## src/rtl/mw_pipe_reg_if.sv

```systemverilog
// MEM->WB pipeline register bundle.
// master: drives the M-stage side and observes the W-stage side.
// slave:  the pipeline register itself.
interface mw_pipe_reg_if #(
    parameter int unsigned DATA_W  = 32,
    parameter int unsigned RADDR_W = 5,
    parameter int unsigned CNT_W   = 32
);
    // M-stage side
    logic                stall_i;
    logic                flush_i;
    logic [DATA_W-1:0]   ir_i;
    logic [DATA_W-1:0]   pc8_i;
    logic [DATA_W-1:0]   ao_i;
    logic [DATA_W-1:0]   dr_i;
    logic [RADDR_W-1:0]  rfa3_i;
    logic                regwrite_i;

    // W-stage side
    logic [DATA_W-1:0]   ir_w;
    logic [DATA_W-1:0]   pc8_w;
    logic [DATA_W-1:0]   ao_w;
    logic [DATA_W-1:0]   dr_w;
    logic [RADDR_W-1:0]  rfa3_w;
    logic [1:0]          res_w;
    logic                valid_w;
    logic                we_w;
    logic [DATA_W-1:0]   wd_w;
    logic [CNT_W-1:0]    retired_o;

    modport master (
        output stall_i, flush_i, ir_i, pc8_i, ao_i, dr_i, rfa3_i, regwrite_i,
        input  ir_w, pc8_w, ao_w, dr_w, rfa3_w, res_w, valid_w, we_w, wd_w, retired_o
    );

    modport slave (
        input  stall_i, flush_i, ir_i, pc8_i, ao_i, dr_i, rfa3_i, regwrite_i,
        output ir_w, pc8_w, ao_w, dr_w, rfa3_w, res_w, valid_w, we_w, wd_w, retired_o
    );
endinterface

```

## src/rtl/mw_pipe_reg.sv

```systemverilog
// MEM->WB pipeline register for the five-stage MIPS core.
// Latches the M-stage bundle with stall/flush/valid, decodes the write-back
// class, drives the register-file write port and counts retired instructions.
// Optional feature: define MW_PIPE_REG_LOADEXT_EN to add lb/lbu/lh/lhu with
// little-endian sub-word extraction of the load data.
module mw_pipe_reg #(
    parameter int unsigned        DATA_W  = 32,
    parameter int unsigned        RADDR_W = 5,
    parameter logic [DATA_W-1:0]  PC8_RST = 32'h0000_3008,
    parameter int unsigned        CNT_W   = 32
) (
    input  logic          clk,
    input  logic          reset,
    mw_pipe_reg_if.slave  bus
);

    // Write-back classes
    localparam logic [1:0] RES_NW  = 2'b00;
    localparam logic [1:0] RES_ALU = 2'b01;
    localparam logic [1:0] RES_DM  = 2'b10;
    localparam logic [1:0] RES_PC  = 2'b11;

    // Opcodes
    localparam logic [5:0] OP_SPECIAL = 6'b000000;
    localparam logic [5:0] OP_JAL     = 6'b000011;
    localparam logic [5:0] OP_ORI     = 6'b001101;
    localparam logic [5:0] OP_LUI     = 6'b001111;
    localparam logic [5:0] OP_LW      = 6'b100011;
`ifdef MW_PIPE_REG_LOADEXT_EN
    localparam logic [5:0] OP_LB      = 6'b100000;
    localparam logic [5:0] OP_LH      = 6'b100001;
    localparam logic [5:0] OP_LBU     = 6'b100100;
    localparam logic [5:0] OP_LHU     = 6'b100101;
`endif

    // SPECIAL function codes
    localparam logic [5:0] FN_ADDU = 6'b100001;
    localparam logic [5:0] FN_SUBU = 6'b100011;
    localparam logic [5:0] FN_MOVZ = 6'b001010;
    localparam logic [5:0] FN_JALR = 6'b001001;

    // Registered W-stage state
    logic [DATA_W-1:0]   r_ir;
    logic [DATA_W-1:0]   r_pc8;
    logic [DATA_W-1:0]   r_ao;
    logic [DATA_W-1:0]   r_dr;
    logic [RADDR_W-1:0]  r_rfa3;
    logic [1:0]          r_res;
    logic                r_valid;
    logic                r_regwrite;
    logic [CNT_W-1:0]    r_retired;

    // Combinational helpers
    logic [5:0]          w_op;
    logic [5:0]          w_func;
    logic [1:0]          w_res_dec;
    logic [DATA_W-1:0]   w_load_data;
    logic [DATA_W-1:0]   w_wd;
    logic                w_we;

    assign w_op   = bus.ir_i[31:26];
    assign w_func = bus.ir_i[5:0];

    // Decode the write-back class of the incoming M-stage instruction
    always_comb begin
        w_res_dec = RES_NW;
        case (w_op)
            OP_SPECIAL: begin
                case (w_func)
                    FN_ADDU, FN_SUBU, FN_MOVZ: w_res_dec = RES_ALU;
                    FN_JALR:                   w_res_dec = RES_PC;
                    default:                   w_res_dec = RES_NW;
                endcase
            end
            OP_ORI, OP_LUI: w_res_dec = RES_ALU;
            OP_LW:          w_res_dec = RES_DM;
            OP_JAL:         w_res_dec = RES_PC;
`ifdef MW_PIPE_REG_LOADEXT_EN
            OP_LB, OP_LBU, OP_LH, OP_LHU: w_res_dec = RES_DM;
`endif
            default:        w_res_dec = RES_NW;
        endcase
    end

    // Pipeline register: reset > flush (bubble) > stall (hold) > load
    always_ff @(posedge clk) begin
        if (reset || bus.flush_i) begin
            r_ir       <= '0;
            r_pc8      <= PC8_RST;
            r_ao       <= '0;
            r_dr       <= '0;
            r_rfa3     <= '0;
            r_res      <= RES_NW;
            r_valid    <= 1'b0;
            r_regwrite <= 1'b0;
        end else if (!bus.stall_i) begin
            r_ir       <= bus.ir_i;
            r_pc8      <= bus.pc8_i;
            r_ao       <= bus.ao_i;
            r_dr       <= bus.dr_i;
            r_rfa3     <= bus.rfa3_i;
            r_res      <= w_res_dec;
            r_valid    <= 1'b1;
            r_regwrite <= bus.regwrite_i;
        end
    end

    // Retire the W-stage instruction when it leaves; a stalled one is counted only once
    always_ff @(posedge clk) begin
        if (reset) begin
            r_retired <= '0;
        end else if (r_valid && !bus.stall_i) begin
            r_retired <= r_retired + CNT_W'(1);
        end
    end

`ifdef MW_PIPE_REG_LOADEXT_EN
    logic [7:0]  w_byte;
    logic [15:0] w_half;

    // Little-endian sub-word select, then sign/zero extension by opcode
    always_comb begin
        case (r_ao[1:0])
            2'd0:    w_byte = r_dr[7:0];
            2'd1:    w_byte = r_dr[15:8];
            2'd2:    w_byte = r_dr[23:16];
            default: w_byte = r_dr[31:24];
        endcase
        w_half = r_ao[1] ? r_dr[31:16] : r_dr[15:0];
        case (r_ir[31:26])
            OP_LB:   w_load_data = {{(DATA_W-8){w_byte[7]}}, w_byte};
            OP_LBU:  w_load_data = {{(DATA_W-8){1'b0}}, w_byte};
            OP_LH:   w_load_data = {{(DATA_W-16){w_half[15]}}, w_half};
            OP_LHU:  w_load_data = {{(DATA_W-16){1'b0}}, w_half};
            default: w_load_data = r_dr;
        endcase
    end
`else
    assign w_load_data = r_dr;
`endif

    // Register-file write data, selected from registered state only
    always_comb begin
        case (r_res)
            RES_ALU: w_wd = r_ao;
            RES_DM:  w_wd = w_load_data;
            RES_PC:  w_wd = r_pc8;
            default: w_wd = '0;
        endcase
    end

    // Never write $zero, and only for instructions that produce a result
    assign w_we = r_valid & r_regwrite & (r_rfa3 != '0) & (r_res != RES_NW);

    assign bus.ir_w      = r_ir;
    assign bus.pc8_w     = r_pc8;
    assign bus.ao_w      = r_ao;
    assign bus.dr_w      = r_dr;
    assign bus.rfa3_w    = r_rfa3;
    assign bus.res_w     = r_res;
    assign bus.valid_w   = r_valid;
    assign bus.we_w      = w_we;
    assign bus.wd_w      = w_wd;
    assign bus.retired_o = r_retired;

endmodule

```

## src/flat_wrapper.sv

```systemverilog
// flat-port wrapper written by rule: the top's interface ports become plain ports
module mw_pipe_reg_flat 
#(
    parameter int unsigned        DATA_W  = 32,
    parameter int unsigned        RADDR_W = 5,
    parameter logic [DATA_W-1:0]  PC8_RST = 32'h0000_3008,
    parameter int unsigned        CNT_W   = 32
)
  (clk, reset, bus_stall_i, bus_flush_i, bus_ir_i, bus_pc8_i, bus_ao_i, bus_dr_i, bus_rfa3_i, bus_regwrite_i, bus_ir_w, bus_pc8_w, bus_ao_w, bus_dr_w, bus_rfa3_w, bus_res_w, bus_valid_w, bus_we_w, bus_wd_w, bus_retired_o);
  mw_pipe_reg_if #(.DATA_W(DATA_W), .RADDR_W(RADDR_W), .CNT_W(CNT_W)) bus_i ();
  input  logic clk;
  input  logic reset;
  input wire logic [$bits(bus_i.stall_i)-1:0] bus_stall_i;
  input wire logic [$bits(bus_i.flush_i)-1:0] bus_flush_i;
  input wire logic [$bits(bus_i.ir_i)-1:0] bus_ir_i;
  input wire logic [$bits(bus_i.pc8_i)-1:0] bus_pc8_i;
  input wire logic [$bits(bus_i.ao_i)-1:0] bus_ao_i;
  input wire logic [$bits(bus_i.dr_i)-1:0] bus_dr_i;
  input wire logic [$bits(bus_i.rfa3_i)-1:0] bus_rfa3_i;
  input wire logic [$bits(bus_i.regwrite_i)-1:0] bus_regwrite_i;
  output wire logic [$bits(bus_i.ir_w)-1:0] bus_ir_w;
  output wire logic [$bits(bus_i.pc8_w)-1:0] bus_pc8_w;
  output wire logic [$bits(bus_i.ao_w)-1:0] bus_ao_w;
  output wire logic [$bits(bus_i.dr_w)-1:0] bus_dr_w;
  output wire logic [$bits(bus_i.rfa3_w)-1:0] bus_rfa3_w;
  output wire logic [$bits(bus_i.res_w)-1:0] bus_res_w;
  output wire logic [$bits(bus_i.valid_w)-1:0] bus_valid_w;
  output wire logic [$bits(bus_i.we_w)-1:0] bus_we_w;
  output wire logic [$bits(bus_i.wd_w)-1:0] bus_wd_w;
  output wire logic [$bits(bus_i.retired_o)-1:0] bus_retired_o;
  assign bus_i.stall_i = bus_stall_i;
  assign bus_i.flush_i = bus_flush_i;
  assign bus_i.ir_i = bus_ir_i;
  assign bus_i.pc8_i = bus_pc8_i;
  assign bus_i.ao_i = bus_ao_i;
  assign bus_i.dr_i = bus_dr_i;
  assign bus_i.rfa3_i = bus_rfa3_i;
  assign bus_i.regwrite_i = bus_regwrite_i;
  assign bus_ir_w = bus_i.ir_w;
  assign bus_pc8_w = bus_i.pc8_w;
  assign bus_ao_w = bus_i.ao_w;
  assign bus_dr_w = bus_i.dr_w;
  assign bus_rfa3_w = bus_i.rfa3_w;
  assign bus_res_w = bus_i.res_w;
  assign bus_valid_w = bus_i.valid_w;
  assign bus_we_w = bus_i.we_w;
  assign bus_wd_w = bus_i.wd_w;
  assign bus_retired_o = bus_i.retired_o;
  mw_pipe_reg #(.DATA_W(DATA_W), .RADDR_W(RADDR_W), .PC8_RST(PC8_RST), .CNT_W(CNT_W)) u_core (.clk(clk), .reset(reset), .bus(bus_i));
endmodule
```

## config.mk

```make
export PLATFORM = sky130hd
export DESIGN_NAME = mw_pipe_reg_flat
export DESIGN_NICKNAME = d
export VERILOG_FILES = /design/src/rtl/mw_pipe_reg_if.sv /design/src/rtl/mw_pipe_reg.sv /design/src/flat_wrapper.sv
export SDC_FILE = /design/constraint.sdc
export NUM_CORES = 1
export LEC_CHECK = 0
export BUFFER_PORTS_ARGS = -buffer_cell sky130_fd_sc_hd__buf_2
export CAP_MARGIN = 20
export CELL_PAD_IN_SITES_DETAIL_PLACEMENT = 1
export CELL_PAD_IN_SITES_GLOBAL_PLACEMENT = 1
export CORE_MARGIN = 2
export CORE_UTILIZATION = 34
export CTS_CLUSTER_SIZE = 30
export DETAILED_ROUTE_END_ITERATION = 12
export PLACE_DENSITY_LB_ADDON = 0.12
export SYNTH_ARGS = -nofsm -noshare
export SYNTH_HDL_FRONTEND = slang
export SYNTH_SLANG_ARGS = --single-unit
```

## constraint.sdc

```tcl
create_clock -name clk -period 2.21 [get_ports clk]
set_clock_uncertainty 0.1 [all_clocks]
set_input_delay 0.221 -clock clk [delete_from_list [all_inputs] [get_ports clk]]
set_output_delay 0.221 -clock clk [all_outputs]
set_load 0.02 [all_outputs]
```

After elaboration in Yosys (flattened, before gate mapping)
Index checks and enable logic that the tools add are counted.
{"block": "totals", "ramBits": 0, "reg_bits": 169, "latch_bits": 0, "rom_bits": 0, "wordCells": 35, "n_memories": 0}
{"block": "op_classes", "n_bitwise": 3, "n_mux": 3, "div_mod_pow": 0, "n_shift": 0, "n_reduce_logical": 8, "add_sub_neg": 1, "n_eq_ne": 11, "n_mul": 0, "n_lt_le_gt_ge": 0}
{"cell": "32-bit one-hot mux with 3 select lines", "n": 1}
{"cell": "32-bit by 1-bit adder with 32-bit output, second input constant", "n": 1}
{"cell": "6-bit by 4-bit equality test with 1-bit output, second input constant", "n": 4}
{"cell": "6-bit equality test, second input constant", "n": 3}
{"cell": "2-bit one-hot mux with 4 select lines", "n": 1}
{"cell": "6-bit by 2-bit equality test with 1-bit output, second input constant", "n": 1}
{"cell": "6-bit zero test", "n": 1}
{"cell": "5-bit nonzero test", "n": 1}
{"cell": "2-bit equality test, second input constant", "n": 2}
{"cell": "2-bit one-hot mux with 2 select lines", "n": 1}
{"cell": "1-bit bitwise AND", "n": 3}
{"cell": "3-bit OR reduction", "n": 1}
{"cell": "2-bit by 1-bit equality test with 1-bit output, second input constant", "n": 1}
{"cell": "2-bit nonzero test", "n": 1}
{"cell": "2-bit OR reduction", "n": 1}
{"cell": "1-bit logical AND", "n": 1}
{"cell": "1-bit zero test", "n": 1}
{"cell": "1-bit logical OR", "n": 1}

Logic depth before layout (Yosys ltp)
{"block": "logic_depth", "ltp_word": 4, "mapped_depth": 6}

Least setup slack after synthesis
Ideal clock, no wire load.
{"block": "synth_timing", "kind": "register -> register", "startpoint": "reg u_core.r_retired[18] (netlist: u_core.bus.retired_o[18])", "endpoint": "reg u_core.r_retired[30] (netlist: u_core.bus.retired_o[30])", "path_buffers": 1, "setup_time_ps": 121, "setup_slack_ps": 102, "path_stages_with_launch": 6, "arrival_time_ps": 1887, "synth_period_minus_slack_ps": 2108, "required_ps": 1989, "cell_sequence": "dfxtp_1 nand4_2 or4_1 buf_2 nor4_1 mux2_2"}
{"block": "synth_via", "elab_chain_len": 1}
{"item": "start: declaration", "line": "mw_pipe_reg.sv:51", "source": "logic [CNT_W-1:0] r_retired;"}
{"item": "start signal: assignment", "line": "mw_pipe_reg.sv:113", "source": "r_retired <= r_retired + CNT_W'(1);"}
{"item": "32-bit by 1-bit adder with 32-bit output", "line": "mw_pipe_reg.sv:113"}
Every way passes these cells.
A chain may end at the register's enable or synchronous reset.

Final worst setup path
{"block": "layout_timing", "startpoint": "reg u_core.r_res[0] (netlist: u_core.bus.res_w[0])", "endpoint": "out bus_wd_w[3]"}
{"block": "layout_via", "elab_chain_len": 2, "elab_cells_between_ends": 4, "classes_between": "3 x eq/ne; 1 x mux"}
{"item": "start: declaration", "line": "mw_pipe_reg.sv:48", "source": "logic [1:0] r_res;"}
{"item": "start signal: assignment", "line": "mw_pipe_reg.sv:102", "source": "r_res <= w_res_dec;"}
{"item": "2-bit equality test / 2-bit by 1-bit equality test with 1-bit output (equally long branches)", "line": "mw_pipe_reg.sv:144", "source": "case (r_res)"}
{"item": "32-bit one-hot mux with 3 select lines *", "line": "mw_pipe_reg.sv:144"}
{"item": "end: declaration", "line": "flat_wrapper.sv:29", "source": "output wire logic [$bits(bus_i.wd_w)-1:0] bus_wd_w;"}
Mark *: on every way between the ends. The rest lies on a longest branch, timed or not.

==> impl_metrics.py <==
metrics = {
    "floorplan": {
        "ios": 339,
        "core_um2": 20360,
        "die-area_um2": 22110,
        "start_util": 0.3495,
        "rows": 52,
        "floorplan.die.width_um": 148.7,
        "dieHeight_um": 148.7,
    },
    "timing": {
        "finalCritPeriodShare": 0.9561,
        "final-hold-violation-count": 0,
        "period_needed_ps": 2113,
        "fmax_mhz": 473.3,
        "grt_setup_unrepaired": "false",
        "setup_viol": 0,
        "worst_slew_pin_slew_ps": 870.5,
        "whs_ps": 26.96,
        "fin_tns_setup_ps": 0,
        "max_slew_margin": 0.4197,
        "finalMaxSlewViolations": 0,
    },
    "final_layout": {
        "drive_gt1_frac": 0.3701,
        "utilization": 0.5468,
        "nNetsFinal": 1323,
        "finalInstanceArea_um2": 11140,
        "syn_to_final_growth_pct": 56.47,
        "n_antenna_cell": 0,
        "fillCellCount": 2388,
    },
    "routing": {
        "avgRoutedWirePerCell_um": 18.54,
        "drt_first_pass_iters": 4,
        "drc": 0,
        "vias": 7166,
        "drt_wl_total_um": 27200,
        "drt_iter0_drc": 166,
        "drtAntennaViolNets": 0,
        "viasPerCell": 4.885,
    },
    "clock_tree": {
        "h-tree-depth": 4,
        "cts_buffer_depth": 2,
        "cts.sinks": 169,
        "clk_pin_slew_worst_paths_ps": 70,
        "cts_made_buffers": 17,
        "clkLatencyLatePin_ps": 430,
        "cts_tree": "built",
        "cts-root-buf": "clkbuf_16",
    },
    "critical_path": {
        "cp.required_ps": 1890,
        "crit_fanout": 21,
        "start_kind": "flip-flop",
        "critPathMaxStageDelay_ps": 420,
        "crit_path_end_kind": "output pin",
        "crit_chain": "buf_12 -> mux2_2 -> a22o_1 -> buf_2",
        "critical_path.slowest_cell": "dfxtp_4",
        "crit_arrival_ps": 1790,
        "criticalPathCategory": "reg2out",
    },
    "synthesis": {
        "syn_area_um2": 7117,
        "syn_nets": 861,
        "async_flop_share": 0,
        "synth_area_per_cell_um2": 9.857,
        "syn-instance-count": 722,
        "synth_area_leader_cell": "dfxtp_1",
        "yosys_warnings": 0,
        "yosysMostFrequentCell": "dfxtp_1",
        "synth_edf_count": 0,
        "synth-seq-area-share": 0.4754,
        "synth_cell_types": 40,
        "synthTopCellsByArea": "dfxtp_1 (48%), mux2i_1 (19%), nor2_1 (8.2%), mux2_2 (6.3%), a22o_1 (3.9%)",
        "synth_seq_cells": 169,
        "yosysTopAreaCellShare": 0.4754,
        "synth_common_cells": "dfxtp_1 (169), nor2_1 (155), mux2i_1 (135)",
        "synth_ff_type": "dfxtp_1",
    },
    "global_route": {
        "grt_antenna_before_repair": 0,
        "grt_util_all_layers": 0.2472,
        "grt_pass1_wl_um": 42750,
        "grt_pass1_vias": 7947,
        "grt_overflow": 0,
        "grt_start_max_net_pins": 55,
    },
    "pwr": {
        "seq_power_share": 0.437,
        "swShare": 0.2594,
        "clkPwrFrac": 0.439,
        "power_density_nw_per_um2": 656.4,
        "p_int_w": 0.005413,
        "p_leak_nw": 5.518,
        "vdd_drop_max_uv": 434.2,
        "p_sw_w": 0.001896,
        "power_w": 0.007309,
        "comb_power_share": 0.124,
    },
    "placement": {
        "dpl-instance-area_um2": 9183,
        "io_buffers": 338,
        "hpwl_um": 18550,
        "gp_congestion": 0.7896,
    },
    "run": {
        "maxCapViolCount": 0,
    },
    "hold_path": {
        "hold_path.class": "in2reg",
    },
    "run_status": {
        "status": "finished, final reports clean",
    },
}
cells by family after synthesis:
kind of cell    count (synthesis)  share of synthesized area
xor+xnor                       11                    0.01354
mux                           175                     0.2532
buf+inv                        63                    0.03428
simple gates                  236                     0.1524
fa+ha+maj                       1                   0.001758
compound gates                 67                    0.06944
flops                         169                     0.4754
cell type report:
cell class / count / area (µm²) / share of cell area
clock buffer: 17 / 425.4 / 0.03820
clock inverter: 15 / 200.2 / 0.01798
inverter: 9 / 33.78 / 0.003034
multi-input combinational: 490 / 3500 / 0.3143
sequential: 169 / 3388 / 0.3043
tap: 270 / 337.8 / 0.03034
timing repair buffer: 497 / 3251 / 0.2919
power by group through the flow:
stage / Sequential [W] / Clock [W] / Combinational [W]
2_1_floorplan: 0.00335 / 0 / 0.000312
3_3_place_gp: 0.00326 / 0 / 0.000700
3_5_place_dp: 0.00326 / 0 / 0.000712
4_1_cts: 0.00319 / 0.00329 / 0.000901
5_1_grt: 0.00320 / 0.00341 / 0.000982
6_report: 0.00319 / 0.00321 / 0.000910
worst max-delay path: cells and delay by family, from the launching register on:
family / cells / cell delay [ps]
AO/OA/AOI/OAI: 1 / 220
buffers and inverters: 2 / 360
multiplexers: 1 / 360
flip-flops: 1 / 420
cell usage in the layout, fill, tap and decap left out, types with 8 or more instances in the layout:
master,synthesis,routed
a21oi_1,14,14
a22o_1,32,32
buf_2,3,337
buf_4,1,24
clkbuf_16,0,17
dfxtp_1,169,167
dlygate4sd3_1,0,132
inv_1,9,9
mux2_2,40,40
mux2i_1,135,135
nand2_1,12,12
nand3_1,11,11
nand4_1,8,8
nor2_1,155,155
nor2b_1,10,9
nor3_1,8,8
or4_1,8,8
xor2_1,9,9
stage by stage:
step | setup WS [ps] | cells
2_1_floorplan | 101.9 | 722
3_3_place_gp | 202.5 | 1303
3_5_place_dp | 158.2 | 1303
4_1_cts | 11.23 | 1467
5_1_grt | 25.57 | 1467
6_report | 97.00 | 1467
registers in the layout (all words and copies together), names as in the netlist:
register,count
u_core.r_regwrite,1
u_core.bus.rfa3_w,5
u_core.bus.valid_w,1
u_core.bus.ao_w,32
u_core.bus.pc8_w,32
u_core.bus.res_w,2
u_core.bus.ir_w,32
u_core.bus.dr_w,32
u_core.bus.retired_o,32
routing by layer:
| layer | part of all wire | global-route usage | up-vias |
|---|---|---|---|
| li1 | - | - | 3437 |
| met1 | 0.40 | 0.2755 | 3459 |
| met2 | 0.52 | 0.4544 | 222 |
| met3 | 0.054 | 0.06043 | 48 |
| met4 | 0.030 | 0.09190 | 0 |
| met5 | 0 | 0 | - |
path summary, 6_finish.rpt:
kind | startpoint | cells past startpoint | endpoint | slack, ps
hold reg to reg | u_core.bus.retired_o[31] | 2 | u_core.bus.retired_o[31] | 390
hold / removal | bus_flush_i | 3 | u_core.bus.pc8_w[3] | 30
setup / recovery | u_core.bus.res_w[0] | 4 | bus_wd_w[3] | 100
setup reg to reg | u_core.bus.retired_o[20] | 5 | u_core.bus.retired_o[31] | 140
repair_timing:
action / in CTS / in global routing
hold buffers: 132 / 0
endpoints found under the hold margin: 132 / 0
setup buffers: 0 / 0
gates resized for setup: 0 / 2
endpoints found under the setup margin: 0 / 9
No activity file was read; power rests on OpenSTA's default activity.
